<file path="src/rtl/fifo_pkg.sv">
// Shared FIFO definitions: read-mode selectors and the level-width rule.
package fifo_pkg;

  localparam int unsigned FIFO_STD  = 0;
  localparam int unsigned FIFO_FWFT = 1;

  // The level counter must represent 0..DEPTH inclusive, hence one extra bit.
  function automatic int unsigned level_width(input int unsigned depth);
    return $clog2(depth) + 1;
  endfunction

endpackage

</file>
<file path="src/rtl/fifo_mem.sv">
// WIDTH x DEPTH register array: one synchronous write port, one asynchronous read port.
// Contents are intentionally not reset.
module fifo_mem #(
  parameter int unsigned WIDTH = 8,
  parameter int unsigned DEPTH = 16,
  parameter int unsigned AW    = $clog2(DEPTH)
) (
  input  logic             clk,
  input  logic             wr_en_i,
  input  logic [AW-1:0]    waddr_i,
  input  logic [WIDTH-1:0] wdata_i,
  input  logic [AW-1:0]    raddr_i,
  output logic [WIDTH-1:0] rdata_o
);

  logic [WIDTH-1:0] mem_q [DEPTH];

  always_ff @(posedge clk) begin
    if (wr_en_i) begin
      mem_q[waddr_i] <= wdata_i;
    end
  end

  assign rdata_o = mem_q[raddr_i];

endmodule

</file>
<file path="src/rtl/sync_fifo_flex.sv">
// Synchronous FIFO with standard or first-word-fall-through read, exact status flags,
// fill level, almost thresholds, sticky overflow/underflow and synchronous flush.
module sync_fifo_flex
  import fifo_pkg::*;
#(
  parameter int unsigned WIDTH     = 8,
  parameter int unsigned DEPTH     = 16,
  parameter int unsigned FWFT      = FIFO_STD,
  parameter int unsigned AF_THRESH = DEPTH - 2,
  parameter int unsigned AE_THRESH = 2
) (
  input  logic                                 clk,
  input  logic                                 rst_n,
  input  logic                                 flush,
  input  logic                                 wr_en,
  input  logic [WIDTH-1:0]                     din,
  input  logic                                 rd_en,
  output logic [WIDTH-1:0]                     dout,
  output logic                                 dout_valid,
  output logic                                 full,
  output logic                                 empty,
  output logic                                 almost_full,
  output logic                                 almost_empty,
  output logic [level_width(DEPTH)-1:0]        level,
  output logic                                 overflow,
  output logic                                 underflow
);

  localparam int unsigned AW = $clog2(DEPTH);
  localparam int unsigned LW = level_width(DEPTH);

  logic [AW-1:0]    wr_ptr_q, wr_ptr_d;
  logic [AW-1:0]    rd_ptr_q, rd_ptr_d;
  logic [LW-1:0]    level_q, level_d;
  logic             ovf_q, ovf_d;
  logic             unf_q, unf_d;
  logic             rd_accept, wr_accept;
  logic [WIDTH-1:0] rdata;

  // Flags decode straight from the registered level so they track contents with no lag.
  assign full         = (level_q == LW'(DEPTH));
  assign empty        = (level_q == '0);
  assign almost_full  = (level_q >= LW'(AF_THRESH));
  assign almost_empty = (level_q <= LW'(AE_THRESH));
  assign level        = level_q;
  assign overflow     = ovf_q;
  assign underflow    = unf_q;

  // A read on an empty FIFO is rejected even if a write lands in the same cycle.
  assign rd_accept = rd_en && !empty;
  assign wr_accept = wr_en && (!full || rd_accept);

  fifo_mem #(
    .WIDTH (WIDTH),
    .DEPTH (DEPTH),
    .AW    (AW)
  ) u_mem (
    .clk     (clk),
    .wr_en_i (wr_accept && !flush),
    .waddr_i (wr_ptr_q),
    .wdata_i (din),
    .raddr_i (rd_ptr_q),
    .rdata_o (rdata)
  );

  always_comb begin
    wr_ptr_d = wr_ptr_q;
    rd_ptr_d = rd_ptr_q;
    level_d  = level_q;
    ovf_d    = ovf_q;
    unf_d    = unf_q;
    if (flush) begin
      wr_ptr_d = '0;
      rd_ptr_d = '0;
      level_d  = '0;
      ovf_d    = 1'b0;
      unf_d    = 1'b0;
    end else begin
      if (wr_accept) wr_ptr_d = wr_ptr_q + AW'(1);
      if (rd_accept) rd_ptr_d = rd_ptr_q + AW'(1);
      if (wr_accept && !rd_accept)      level_d = level_q + LW'(1);
      else if (rd_accept && !wr_accept) level_d = level_q - LW'(1);
      if (wr_en && !wr_accept) ovf_d = 1'b1;
      if (rd_en && empty)      unf_d = 1'b1;
    end
  end

  always_ff @(posedge clk or negedge rst_n) begin
    if (!rst_n) begin
      wr_ptr_q <= '0;
      rd_ptr_q <= '0;
      level_q  <= '0;
      ovf_q    <= 1'b0;
      unf_q    <= 1'b0;
    end else begin
      wr_ptr_q <= wr_ptr_d;
      rd_ptr_q <= rd_ptr_d;
      level_q  <= level_d;
      ovf_q    <= ovf_d;
      unf_q    <= unf_d;
    end
  end

  generate
    if (FWFT == FIFO_FWFT) begin : g_fwft
      assign dout       = empty ? '0 : rdata;
      assign dout_valid = !empty;
    end else begin : g_std
      logic [WIDTH-1:0] dout_q, dout_d;
      logic             dv_q, dv_d;

      // Flush drops the valid pulse but leaves the last presented word on dout.
      always_comb begin
        dout_d = dout_q;
        dv_d   = 1'b0;
        if (!flush && rd_accept) begin
          dout_d = rdata;
          dv_d   = 1'b1;
        end
      end

      always_ff @(posedge clk or negedge rst_n) begin
        if (!rst_n) begin
          dout_q <= '0;
          dv_q   <= 1'b0;
        end else begin
          dout_q <= dout_d;
          dv_q   <= dv_d;
        end
      end

      assign dout       = dout_q;
      assign dout_valid = dv_q;
    end
  endgenerate

endmodule

</file>
<file path="config.mk">
export PLATFORM = sky130hd
export DESIGN_NAME = sync_fifo_flex
export DESIGN_NICKNAME = d
export VERILOG_FILES = /design/src/rtl/fifo_pkg.sv /design/src/rtl/fifo_mem.sv /design/src/rtl/sync_fifo_flex.sv
export SDC_FILE = /design/constraint.sdc
export NUM_CORES = 1
export LEC_CHECK = 0
export CELL_PAD_IN_SITES_DETAIL_PLACEMENT = 0
export CELL_PAD_IN_SITES_GLOBAL_PLACEMENT = 1
export CORE_ASPECT_RATIO = 0.8
export CORE_MARGIN = 1.5
export CORE_UTILIZATION = 54
export CTS_BUF_LIST = sky130_fd_sc_hd__clkbuf_8
export DETAILED_ROUTE_END_ITERATION = 10
export PLACE_DENSITY = 0.83
export SYNTH_ARGS = -nofsm -noshare
export SYNTH_HDL_FRONTEND = slang
export SYNTH_SLANG_ARGS = --single-unit
</file>
<file path="constraint.sdc">
create_clock -name clk -period 3.7 [get_ports clk]
set_input_delay 0.925 -clock clk [delete_from_list [all_inputs] [get_ports clk]]
set_output_delay 0.925 -clock clk [all_outputs]
set_load 0.02 [all_outputs]
</file>
==> metrics, run 1 <==
status=completed; Synth top area share=61.82%; Avg WL per Cell=22.10 um; Synth area leaders=edfxtp_1 62%, mux4_2 12%, dfrtp_1 9.7%, nor2_1 1.9%, ha_1 1.8%; via count=3305; Starting Density=56.21%; vias in the first global route=3308; DRC violations left=0; Lkg Pwr=2.409 nW; Setup crit start kind=flip-flop; Worst Skew=0.01312 ns; Post-synth EDFFs=128; global-route wire length before repair=18970 um; R2R Setup Slk=0.34 ns; Max Transition Viols Final=0; mux share of post-synthesis cell area=14.07%; filler cell count=799; Mapped Cells=345; DIE AREA=0.01217 sq mm; unrepaired setup endpoints after global routing=no; Worst Hold Slack=0.5055 ns; relative slew slack=40.07%; total of max-cap violations=0; Reg2Reg Depth=8; diode count=0; Worst-Margin Slew=0.8989 ns; worst hold path depth=2; reg-to-reg endpoint=level[4]; crit-path max FO=9; syn avg cell area=18.02 sq um; layout cells sized above 1=24.22%; Mapped Nets=368; fin crit period=3.442 ns; initial antenna violation count=0; CORE AREA=0.01106 sq mm; Simple-Gate Fraction of Synth Area=4.045%; CTS Root Cell=clkbuf_8; Seq/Total Area, Yosys=71.48%; total CTS buffers=17; Final setup viols=0; CTS tree=built; Yosys top cell by area=edfxtp_1; Final period util=93.02%; nets@finish=427; Top FF cell, synth=edfxtp_1; Worst Path Class, Setup=flip-flop to primary output; ANT nets after route=0; io pins=33; total congestion overflow=0; synthesis-to-layout area growth=15.50%; H-tree levels=4; Peak VDD IR=0.0004575 V; unique cell type count in the Yosys netlist=44; dpl hpwl=7821 um; top-count cell post-synth=edfxtp_1; Cell Rows=34; Die X-Extent=123.0 um; Yosys warnings=0; Skew-Pair Late Insertion Delay=0.45 ns; Total Power=4.268 mW; Syn Std Cell Area=0.006217 sq mm; Hold Crit Start=underflow; routed vias/inst=5.891; GRT Util Overall=22.41%; FFs w/ async S/R, synth=15.79%; XOR/XNOR Fraction of Synth Area=1.127%; synthesized flop and latch total=152; Hold EP=underflow; CTS Buffer Depth=2; setup TNS=0 ns; Pre-Repair DR Iteration Count=6; largest family of logic cells by synthesized area=multiplexers; top cells by count, synth=128 x edfxtp_1, 32 x mux4_2, 32 x nor2_1; CP Data Required Time=2.77 ns; crit path DAT=2.52 ns; Post-CTS Setup Inserts=0; Port Buffer Count=32; Placed Cells=529; largest net degree at the start of global routing=25; Hold Vio Cnt, Final=0; f_max=290.5 MHz; reg-to-reg startpoint=level[1]; final std cells w/o fill=561; final WL=12400 um; Hold Path Class=flip-flop to flip-flop; number of DRC markers in iteration 0=330; GPL Wtd Cong=0.7457; clock tree sinks=152; synthesized-area fraction occupied by adder cells=2.133%; Compound-Gate Fraction of Synth Area=5.434%; Reg clk slew, reported paths=0.08 ns; Worst setup EP type=primary output; PwrDens=594.4 mW/mm^2; Die Height=98.97 um
-- power breakdown --
| part | internal (mW) | leakage [nW] | switching (mW) |
|---|---|---|---|
| logic | 0.506 | 0.777 | 0.551 |
| registers | 1.95 | 1.45 | 0.125 |
| clock network | 0.504 | 0.179 | 0.629 |
| total | 2.96 | 2.41 | 1.30 |
-- cells in the final DEF, fill, tap and decap left out, types with 3 or more instances in the layout --
master / n
mux2i_1: 3
o22ai_1: 16
mux2_2: 8
mux4_2: 32
nor2_1: 32
edfxtp_1: 128
nand2_1: 9
xnor2_1: 4
clkdlybuf4s50_1: 32
ha_1: 9
mux2_1: 3
dfrtp_1: 23
nand3_1: 6
a21oi_1: 13
clkinvlp_4: 4
xor2_1: 4
a2111oi_0: 3
clkbuf_8: 19
inv_6: 5
buf_4: 25
inv_1: 7
-- sequential cells by signal (all words and copies together) (netlist names) --
signal	cells
overflow	1
dout	8
u_mem.mem_q	128
level	5
underflow	1
rd_ptr_q	4
dout_valid	1
wr_ptr_q	4
-- worst max path at each step --
stage,from,endpoint,slack (ns),cells past startpoint
floorplan,wr_en,level[4],0.67,8
finish,level[1],full,0.26,3
global placement,rd_en,level[4],0.40,8
detailed placement,rd_en,level[4],0.15,8
CTS,level[0],empty,0.25,3
global route,level[1],level[4],0.1,8
-- worst max-delay path, stage by stage (launching register included) --
cell and delay [ns]:
dfrtp_1 0.47, or4_1 0.75, nor2_1 0.21, clkdlybuf4s50_1 0.64
-- layer usage --
metal / GRT usage [%] / wire length, um / vias to the layer above
met3: 6.424 / 727 / 8
met1: 33.44 / 5722 / 1709
met2: 32.69 / 5876 / 97
met5: 0 / 0 / -
met4: 6.172 / 70 / 0
li1: - / - / 1491
-- cells by family (layout without fill, tap and decap cells) --
family                   count (synthesis)  count (layout)
adder cells (fa/ha/maj)                 10              10
AO/OA/AOI/OAI                           49              49
multiplexers                            46              46
XOR/XNOR                                 8               8
flip-flops                             152             152
AND/OR/NAND/NOR                         57              57
buffers and inverters                   23              95
-- per-stage QoR --
stage,setup WS (ns),util (%),area [sq um]
CTS,0.2514,64.91,7179
detailed placement,0.1531,61.69,6823
global placement,0.3959,61.69,6823
floorplan,0.6741,-,6217
finish,0.2582,64.92,7181
global route,0.09842,64.92,7181
-- timing repair --
item | 4_1_cts | 5_1_grt
hold buffers | 0 | 0
resized for setup | 0 | 1
hold endpoints to repair | 0 | 0
endpoints found under the setup margin | 0 | 1
-- layout make-up --
cell class              count  area [sq um]  area share [%]
clock inverters            13         95.09           1.324
well taps                 144         180.2           2.509
multi-input cells         170          1668           23.23
flip-flops and latches    152          4446           61.91
inverters                   6         22.52          0.3136
repair buffers             57         508.0           7.074
clock buffers              19         261.5           3.642
Power figures use the tool's default switching activity.
==> run 2, diff against run 1 <==
Settings changed: ABC_CLOCK_PERIOD_IN_PS set to 3700.
==> results of run 2 <==
No change in the layout: final DEF, timing and power equal those of run 1.
==> run 3, diff against run 2 <==
Settings changed: CTS_CLUSTER_DIAMETER set to 200.
==> results of run 3 <==
No change in the layout: final DEF, timing and power equal those of run 1.
